`src/rtl/serial_sub_seq_if.sv`:
```
// Bundle of request, result and full-subtractor cell signals for serial_sub_seq.
// The slave modport is the sequencer's view; master is the requester plus the external cell.
interface serial_sub_seq_if #(
   parameter int WIDTH = 8
);

   logic             start;
   logic [WIDTH-1:0] a;
   logic [WIDTH-1:0] b;
   logic             bin;
   logic             busy;
   logic             done;
   logic [WIDTH-1:0] diff;
   logic             borrow_out;
   logic             fs_a;
   logic             fs_b;
   logic             fs_bin;
   logic             fs_d;
   logic             fs_bout;

   modport slave (
      input  start,
      input  a,
      input  b,
      input  bin,
      input  fs_d,
      input  fs_bout,
      output busy,
      output done,
      output diff,
      output borrow_out,
      output fs_a,
      output fs_b,
      output fs_bin
   );

   modport master (
      output start,
      output a,
      output b,
      output bin,
      output fs_d,
      output fs_bout,
      input  busy,
      input  done,
      input  diff,
      input  borrow_out,
      input  fs_a,
      input  fs_b,
      input  fs_bin
   );

endinterface

```
`src/rtl/serial_sub_seq.sv`:
```
// Bit-serial subtraction sequencer: feeds an external 1-bit full-subtractor LSB first,
// chains its borrow back in, and assembles the WIDTH-bit difference and final borrow.
module serial_sub_seq #(
   parameter int WIDTH = 8
) (
   input logic          clk,
   input logic          rst,
   serial_sub_seq_if.slave bus
);

   localparam int CW = $clog2(WIDTH);

   typedef enum logic [1:0] {
      IDLE  = 2'd0,
      SHIFT = 2'd1,
      DONE  = 2'd2
   } state_t;

   state_t           state_q;
   state_t           state_d;

   logic [WIDTH-1:0] aShift_q;
   logic [WIDTH-1:0] aShift_d;
   logic [WIDTH-1:0] bShift_q;
   logic [WIDTH-1:0] bShift_d;
   logic [WIDTH-2:0] dShift_q;
   logic [WIDTH-2:0] dShift_d;
   logic [WIDTH-1:0] diff_q;
   logic [WIDTH-1:0] diff_d;
   logic             borrow_q;
   logic             borrow_d;
   logic             borrowOut_q;
   logic             borrowOut_d;
   logic [CW-1:0]    count_q;
   logic [CW-1:0]    count_d;

   logic             lastBit;
   logic [WIDTH-1:0] dShiftWide;

   // The MSB difference bit never needs storing: it arrives on the final edge
   // and goes straight into diff together with the WIDTH-1 bits collected so far.
   assign lastBit    = (count_q == CW'(WIDTH - 1));
   assign dShiftWide = {bus.fs_d, dShift_q};

   always_ff @(posedge clk or posedge rst) begin
      if (rst) begin
         state_q <= IDLE;
      end else begin
         state_q <= state_d;
      end
   end

   always_comb begin
      state_d = state_q;
      case (state_q)
         IDLE: begin
            if (bus.start) begin
               state_d = SHIFT;
            end
         end
         SHIFT: begin
            if (lastBit) begin
               state_d = DONE;
            end
         end
         DONE: begin
            state_d = IDLE;
         end
         default: begin
            state_d = IDLE;
         end
      endcase
   end

   always_comb begin
      bus.fs_a   = 1'b0;
      bus.fs_b   = 1'b0;
      bus.fs_bin = 1'b0;
      bus.busy   = 1'b0;
      bus.done   = 1'b0;
      case (state_q)
         SHIFT: begin
            bus.fs_a   = aShift_q[0];
            bus.fs_b   = bShift_q[0];
            bus.fs_bin = borrow_q;
            bus.busy   = 1'b1;
         end
         DONE: begin
            bus.busy = 1'b1;
            bus.done = 1'b1;
         end
         default: begin
            bus.busy = 1'b0;
         end
      endcase
   end

   // Datapath next-state; diff and borrow_out only change on the final bit so they
   // hold the previous result for the whole of a new operation.
   always_comb begin
      aShift_d    = aShift_q;
      bShift_d    = bShift_q;
      dShift_d    = dShift_q;
      diff_d      = diff_q;
      borrow_d    = borrow_q;
      borrowOut_d = borrowOut_q;
      count_d     = count_q;
      case (state_q)
         IDLE: begin
            if (bus.start) begin
               aShift_d = bus.a;
               bShift_d = bus.b;
               borrow_d = bus.bin;
               count_d  = '0;
            end
         end
         SHIFT: begin
            aShift_d = {1'b0, aShift_q[WIDTH-1:1]};
            bShift_d = {1'b0, bShift_q[WIDTH-1:1]};
            dShift_d = dShiftWide[WIDTH-1:1];
            borrow_d = bus.fs_bout;
            count_d  = count_q + 1'b1;
            if (lastBit) begin
               diff_d      = dShiftWide;
               borrowOut_d = bus.fs_bout;
            end
         end
         default: begin
            count_d = count_q;
         end
      endcase
   end

   always_ff @(posedge clk or posedge rst) begin
      if (rst) begin
         aShift_q    <= '0;
         bShift_q    <= '0;
         dShift_q    <= '0;
         diff_q      <= '0;
         borrow_q    <= 1'b0;
         borrowOut_q <= 1'b0;
         count_q     <= '0;
      end else begin
         aShift_q    <= aShift_d;
         bShift_q    <= bShift_d;
         dShift_q    <= dShift_d;
         diff_q      <= diff_d;
         borrow_q    <= borrow_d;
         borrowOut_q <= borrowOut_d;
         count_q     <= count_d;
      end
   end

   assign bus.diff       = diff_q;
   assign bus.borrow_out = borrowOut_q;

endmodule
```
`src/flat_wrapper.sv`:
```
// flat-port wrapper written by rule: the top's interface ports become plain ports
module serial_sub_seq_flat 
#(
   parameter int WIDTH = 8
)
  (clk, rst, bus_start, bus_a, bus_b, bus_bin, bus_fs_d, bus_fs_bout, bus_busy, bus_done, bus_diff, bus_borrow_out, bus_fs_a, bus_fs_b, bus_fs_bin);
  serial_sub_seq_if #(.WIDTH(WIDTH)) bus_i ();
  input logic clk;
  input logic rst;
  input wire logic [$bits(bus_i.start)-1:0] bus_start;
  input wire logic [$bits(bus_i.a)-1:0] bus_a;
  input wire logic [$bits(bus_i.b)-1:0] bus_b;
  input wire logic [$bits(bus_i.bin)-1:0] bus_bin;
  input wire logic [$bits(bus_i.fs_d)-1:0] bus_fs_d;
  input wire logic [$bits(bus_i.fs_bout)-1:0] bus_fs_bout;
  output wire logic [$bits(bus_i.busy)-1:0] bus_busy;
  output wire logic [$bits(bus_i.done)-1:0] bus_done;
  output wire logic [$bits(bus_i.diff)-1:0] bus_diff;
  output wire logic [$bits(bus_i.borrow_out)-1:0] bus_borrow_out;
  output wire logic [$bits(bus_i.fs_a)-1:0] bus_fs_a;
  output wire logic [$bits(bus_i.fs_b)-1:0] bus_fs_b;
  output wire logic [$bits(bus_i.fs_bin)-1:0] bus_fs_bin;
  assign bus_i.start = bus_start;
  assign bus_i.a = bus_a;
  assign bus_i.b = bus_b;
  assign bus_i.bin = bus_bin;
  assign bus_i.fs_d = bus_fs_d;
  assign bus_i.fs_bout = bus_fs_bout;
  assign bus_busy = bus_i.busy;
  assign bus_done = bus_i.done;
  assign bus_diff = bus_i.diff;
  assign bus_borrow_out = bus_i.borrow_out;
  assign bus_fs_a = bus_i.fs_a;
  assign bus_fs_b = bus_i.fs_b;
  assign bus_fs_bin = bus_i.fs_bin;
  serial_sub_seq #(.WIDTH(WIDTH)) u_core (.clk(clk), .rst(rst), .bus(bus_i));
endmodule
```
`config.mk`:
```
export PLATFORM = sky130hd
export DESIGN_NAME = serial_sub_seq_flat
export DESIGN_NICKNAME = d
export VERILOG_FILES = /design/src/rtl/serial_sub_seq_if.sv /design/src/rtl/serial_sub_seq.sv /design/src/flat_wrapper.sv
export SDC_FILE = /design/constraint.sdc
export NUM_CORES = 1
export LEC_CHECK = 0
export CAP_MARGIN = 20
export CORE_ASPECT_RATIO = 0.6
export CORE_UTILIZATION = 45
export CTS_BUF_LIST = sky130_fd_sc_hd__clkbuf_16
export DETAILED_ROUTE_END_ITERATION = 7
export PLACE_DENSITY = 0.76
export SLEW_MARGIN = 20
export SYNTH_ARGS = -nofsm -noshare
export SYNTH_HDL_FRONTEND = slang
export SYNTH_SLANG_ARGS = --single-unit
```
`constraint.sdc`:
```
create_clock -name clk -period 1.6 [get_ports clk]
set_input_delay 0.32 -clock clk [delete_from_list [all_inputs] [get_ports clk]]
set_output_delay 0.32 -clock clk [all_outputs]
set_load 0.005 [all_outputs]
```
==> run_results.csv, run 1 <==
group,metric,value,unit
run_status,status,"completed",
critical_path,critPathKind,"reg -> out",
flow_run,drv_cap,0,
clock_network,cts_root_buf,"clkbuf_16",
critical_path,crit_buf_inv,2,
logic_synthesis,avgSynthCellArea,12.1,µm²
logic_synthesis,synth-edff-count,0,
logic_synthesis,ys_ff_latch,38,
drt,vias,1332,
clock_network,clockBufferDepth,2,
drt,wl_per_cell,16.2,µm
timing,rsz0062_at_grt,"true",
floorplan,dieWidth,82.4,µm
floorplan,rows,17,
power,p_per_area,1930,nW/µm²
floorplan,coreArea,3680,µm²
drt,drt_first_pass_iters,5,
logic_synthesis,synth_area,1750,µm²
placed_design,dpl.hpwl,2630,µm
final_layout,layout.cells.non_filler,243,
final_layout,final_common_cell,"dfrtp_1",
critical_path,crit_path_top_delay_cell,"dfrtp_1",
global_route,grt_max_degree,39,
critical_path,cpPeakStageDelay,410,ps
final_layout,antennaDiodeCount,0,
drt,ant_nets,0,
floorplan,dieArea,4140,µm²
drt,drc_errors,0,
floorplan,start_util,0.474,
clock_network,cts_tree,"built",
timing,max-slew-margin-rel,0.803,
critical_path,cp-end-kind,"output port",
global_route,gr-total-overflow,0,
critical_path,worstPathRequired,1280,ps
floorplan,die_y,50.2,µm
logic_synthesis,synth_seq_area_share,0.545,
critical_path,worstPathMaxFanout,4,
placed_design,place_congestion,0.789,
timing,min_period,1580,ps
final_layout,final_core_util,0.671,
global_route,grtUsageTotal,0.218,
logic_synthesis,async_flop_share,1.00,
placed_design,numPortBuffers,35,
floorplan,io_pins,36,
drt,wirelength,3940,µm
global_route,grt_pass1_wl,6320,µm
timing,skew,4.96,ps
global_route,grt_pass1_vias,1308,
drt,via_per_inst,5.48,
critical_path,worstPathCellList,"ha_4 > buf_4 > and2_4 > buf_6",
power,finalPower,4.77,mW
final_layout,fin_nets,222,
clock_network,htreeDepth,2,
logic_synthesis,synth_cell_type_count,28,
power,ir_drop,0.914,mV
logic_synthesis,yosysTopAreaCellShare,0.545,
timing,fin_setup_tns,0,ps
clock_network,clk_latency,280,ps
placed_design,place_inst,233,
logic_synthesis,synthCells,144,
timing,hold_viol,0,
hold_path,hp-class,"in -> async",
timing,setup_violations,0,
logic_synthesis,synth_area_leader_cell,"dfrtp_1",
final_layout,area_growth,41.5,%
timing,fmax,632,MHz
clock_network,path_clk_slew,50,ps
critical_path,cp-start-kind,"register",
final_layout,final_layout_size_suffix_gt1_frac,0.301,
logic_synthesis,synthFlopType,"dfrtp_1",
logic_synthesis,syn-num-nets,171,
drt,drt_iter0_drc,81,
logic_synthesis,ys_warn_count,0,
clock_network,cts_sinks,38,
critical_path,critPathTopFamily,"flip-flops",
timing,fin_crit_sh,0.989,
timing,tightest_slew,288,ps
timing,holdWs,401,ps
global_route,antenna_found_initial,0,
final_layout,final_cell_mix,"dfrtp_1 (38), clkdlybuf4s50_1 (30), mux2_2 (16), buf_4 (14), nand3_1 (11)",
logic_synthesis,synth_area_leaders,"dfrtp_1 (54%), mux2_2 (10%), o221a_1 (4.5%), ha_1 (3.6%), nand3_1 (3.2%)",
clock_network,cts_made_buffers,5,
critical_path,worstPathArrival,1260,ps
power,leakage,1.08,nW
timing,slew_violations,0,
clock_network,hold_buffers,0,
-- where the power goes --
part / internal (mW) / switching, mW
clock network: 0.729 / 0.381
logic: 1.13 / 0.892
registers: 1.38 / 0.257
-- worst reg2reg max path: cells and delay by family, from the launching register on --
kind	cells	cell delay (ps)
AO/OA/AOI/OAI	1	300
flip-flops	1	360
buffers and inverters	3	350
adder cells (fa/ha/maj)	1	170
AND/OR/NAND/NOR	2	270
-- metal layers --
layer,wire length [µm],vias to the layer above,track usage
met3,291,5,0.0855
met4,38,0,0.0614
met5,0,-,0
met1,1960,656,0.303
met2,1650,39,0.315
li1,-,632,-
-- registers in the layout, summed over array words and instances, names as in the netlist --
signal	flops
u_core.state_q	2
u_core.aShift_q	8
u_core.bShift_q	8
u_core.bus.borrow_out	1
u_core.count_q	3
u_core.dShift_q	7
u_core.borrow_q	1
u_core.bus.diff	8
-- through the flow --
| step | worst slack [ps] | area (µm²) |
|---|---|---|
| after floorplan | 21.6 | 1750 |
| after global placement | -98.4 | 2240 |
| after detailed placement | -120 | 2240 |
| after CTS | 3.93 | 2450 |
| after global routing | -45.9 | 2470 |
| final | 17.4 | 2470 |
-- area by class of cell --
type | instances | area (µm²)
Clock inverter | 3 | 40.0
Inverter | 6 | 22.5
Sequential cell | 38 | 951
Timing Repair Buffer | 53 | 495
Clock buffer | 5 | 125
Multi-Input combinational cell | 91 | 777
Fill cell | 268 | 1210
Tap cell | 47 | 58.8
-- final timing paths --
| path | from | end | slack, ps | depth (start not counted) |
|---|---|---|---|---|
| max | u_core.state_q[0] | bus_fs_bin | 20 | 4 |
| min | rst | u_core.bus.diff[0] | 400 | 3 |
| max reg2reg | u_core.state_q[1] | u_core.aShift_q[4] | 50 | 7 |
| min reg2reg | u_core.count_q[1] | u_core.count_q[1] | 500 | 1 |
| max in group asynchronous | rst | u_core.bus.diff[1] | 1020 | 3 |
| min in group clk | u_core.count_q[1] | u_core.count_q[1] | 500 | 1 |
-- synthesized netlist by cell type, drive strengths merged (2+ instances only) --
cell    instances
inv             6
o21ai           6
a32o            2
or3             7
dfrtp          38
and2            3
nand3          11
nand2           5
nand4b          5
clkbuf          2
mux2           16
nor2            4
o22a            3
buf             7
ha              5
a21oi           5
nand2b          3
o221a          10
-- logic make-up after synthesis --
family          count (synthesis)  share of synthesized area
flops                          38                      0.545
buf+inv                        15                     0.0387
fa+ha+maj                       5                     0.0358
mux                            17                      0.109
simple gates                   42                      0.144
compound gates                 27                      0.128
-- repair_timing --
item | CTS | global route
setup buffers | 3 | 0
pin swaps | 1 | 3
resized for setup | 24 | 8
endpoints found under the setup margin | 14 | 29
Power figures use the tool's default switching activity.
==> run 2, diff against run 1 <==
--- a/config.mk
+++ b/config.mk
@@ -10,7 +10,9 @@
 export CORE_UTILIZATION = 45
 export CTS_BUF_LIST = sky130_fd_sc_hd__clkbuf_16
 export DETAILED_ROUTE_END_ITERATION = 7
+export GPL_ROUTABILITY_DRIVEN = 0
 export PLACE_DENSITY = 0.76
+export REMOVE_ABC_BUFFERS = 1
 export SLEW_MARGIN = 20
 export SYNTH_ARGS = -nofsm -noshare
 export SYNTH_HDL_FRONTEND = slang
==> run_results.csv, run 2 (synthesis results as in run 1) <==
group,metric,value,unit
final_layout,antennaDiodeCount,0,
final_layout,final_layout_size_suffix_gt1_frac,0.313,
final_layout,layout.cells.non_filler,245,
run_status,status,"completed",
drt,drc_errors,0,
final_layout,final_cell_mix,"dfrtp_1 (38), clkdlybuf4s50_1 (30), buf_4 (18), mux2_2 (16), nand3_1 (11)",
timing,min_period,1590,ps
global_route,grt_pass1_vias,1299,
critical_path,worstPathArrival,1750,ps
floorplan,rows,17,
power,leakage,1.09,nW
hold_path,hp-class,"in -> async",
global_route,gr-total-overflow,0,
drt,via_per_inst,5.62,
timing,slew_violations,0,
drt,drt_iter0_drc,103,
global_route,grtUsageTotal,0.217,
clock_network,htreeDepth,2,
critical_path,cp-start-kind,"register",
critical_path,worstPathCellList,"inv_2 > buf_4 > ha_4 > buf_4 > buf_4 > o22a_1 > o221a_2",
critical_path,rrSetupSlack,10,ps
timing,fmax,630,MHz
clock_network,cts_root_buf,"clkbuf_16",
global_route,grt_max_degree,39,
floorplan,die_y,50.2,µm
clock_network,cts_tree,"built",
drt,ant_nets,0,
placed_design,numPortBuffers,35,
final_layout,final_common_cell,"dfrtp_1",
timing,setup_violations,0,
critical_path,critPathTopFamily,"buffers and inverters",
timing,tightest_slew,285,ps
placed_design,place_inst,231,
critical_path,worstPathMaxFanout,6,
timing,max-slew-margin-rel,0.804,
drt,drt_first_pass_iters,4,
floorplan,start_util,0.474,
clock_network,clk_latency,270,ps
power,finalPower,4.83,mW
critical_path,critPathKind,"reg -> reg",
clock_network,clockBufferDepth,2,
global_route,antenna_found_initial,0,
clock_network,path_clk_slew,60,ps
final_layout,final_core_util,0.679,
power,ir_drop,0.825,mV
floorplan,coreArea,3680,µm²
clock_network,cts_made_buffers,5,
final_layout,stdcell_area,2500,µm²
critical_path,cpPeakStageDelay,360,ps
timing,hold_viol,0,
timing,fin_crit_sh,0.993,
timing,fin_setup_tns,0,ps
clock_network,hold_buffers,0,
floorplan,io_pins,36,
final_layout,fin_nets,226,
floorplan,dieWidth,82.4,µm
critical_path,crit_path_top_delay_cell,"dfrtp_1",
flow_run,drv_cap,0,
placed_design,postPlaceCellArea,2230,µm²
floorplan,dieArea,4140,µm²
critical_path,crit_buf_inv,4,
critical_path,critPathMostFrequentCell,"buf_4",
timing,holdWs,431,ps
drt,wirelength,4200,µm
critical_path,cp-end-kind,"register",
final_layout,n_fill_cell,248,
clock_network,cts_sinks,38,
power,p_per_area,1930,nW/µm²
placed_design,dpl.hpwl,2630,µm
global_route,grt_pass1_wl,6530,µm
timing,skew,5.10,ps
drt,vias,1376,
timing,setup_slack,11.8,ps
final_layout,area_growth,43.1,%
placed_design,dpl_worst_slack,-183,ps
drt,wl_per_cell,17.2,µm
timing,rsz0062_at_grt,"true",
critical_path,worstPathRequired,1760,ps
[run 2: cell count changes in the layout (fill, tap and decap cells not counted), sizes merged]
cell	previous run	this run
bufinv	1	0
clkdlybuf4s15	1	2
clkinv	2	1
buf	21	23
clkbuf	6	7
[run 2: cell type report]
class,count,area (µm²),area share
clock buffer,5,125,0.0501
clock inverter,1,3.75,0.00150
inverter,6,22.5,0.00902
multi-input combinational,91,790,0.316
sequential,38,951,0.381
tap,47,58.8,0.0235
timing repair buffer,57,547,0.219
[run 2: per-layer routing]
layer | up-vias | global-route usage | part of all wire
met5 | - | 0 | 0
met4 | 0 | 0.102 | 0.013
met3 | 6 | 0.0455 | 0.051
met2 | 46 | 0.326 | 0.46
met1 | 685 | 0.299 | 0.48
li1 | 639 | - | -
[run 2: what timing repair did]
item                       4_1_cts  5_1_grt
setup endpoints to repair       42       25
buffers inserted                 2        5
gates cloned                     0        1
hold endpoints to repair         0        0
pin swaps                        1        2
resized for setup               25       11
[run 2: where the power goes]
group | internal, mW | total (mW) | switching [mW]
registers | 1.38 | 1.66 | 0.272
logic | 1.30 | 2.28 | 0.977
clock network | 0.553 | 0.897 | 0.343
total | 3.24 | 4.83 | 1.59
[run 2: worst register-to-register path, stage by stage (launching register included)]
cell	delay (ps)
dfrtp_1	360
inv_2	70
buf_4	140
ha_4	180
buf_4	160
buf_4	130
o22a_1	210
o221a_2	240
[run 2: path summary, 6_finish.rpt]
path                                     from               endpoint  cells past startpoint
max                         u_core.state_q[1]     u_core.aShift_q[3]                      7
min                                       rst  u_core.bus.borrow_out                      3
max reg2reg                 u_core.state_q[1]     u_core.aShift_q[3]                      7
min reg2reg                u_core.bus.diff[3]     u_core.bus.diff[3]                      1
max in group asynchronous                 rst     u_core.aShift_q[7]                      3
min in group clk           u_core.bus.diff[3]     u_core.bus.diff[3]                      1
==> run 3, diff against run 2 <==
--- a/config.mk
+++ b/config.mk
@@ -9,6 +9,7 @@
 export CORE_ASPECT_RATIO = 0.6
 export CORE_UTILIZATION = 45
 export CTS_BUF_LIST = sky130_fd_sc_hd__clkbuf_16
+export CTS_CLUSTER_SIZE = 16
 export DETAILED_ROUTE_END_ITERATION = 7
 export GPL_ROUTABILITY_DRIVEN = 0
 export PLACE_DENSITY = 0.76
==> results of run 3 <==
No change in the layout: final DEF, timing and power equal those of run 2.
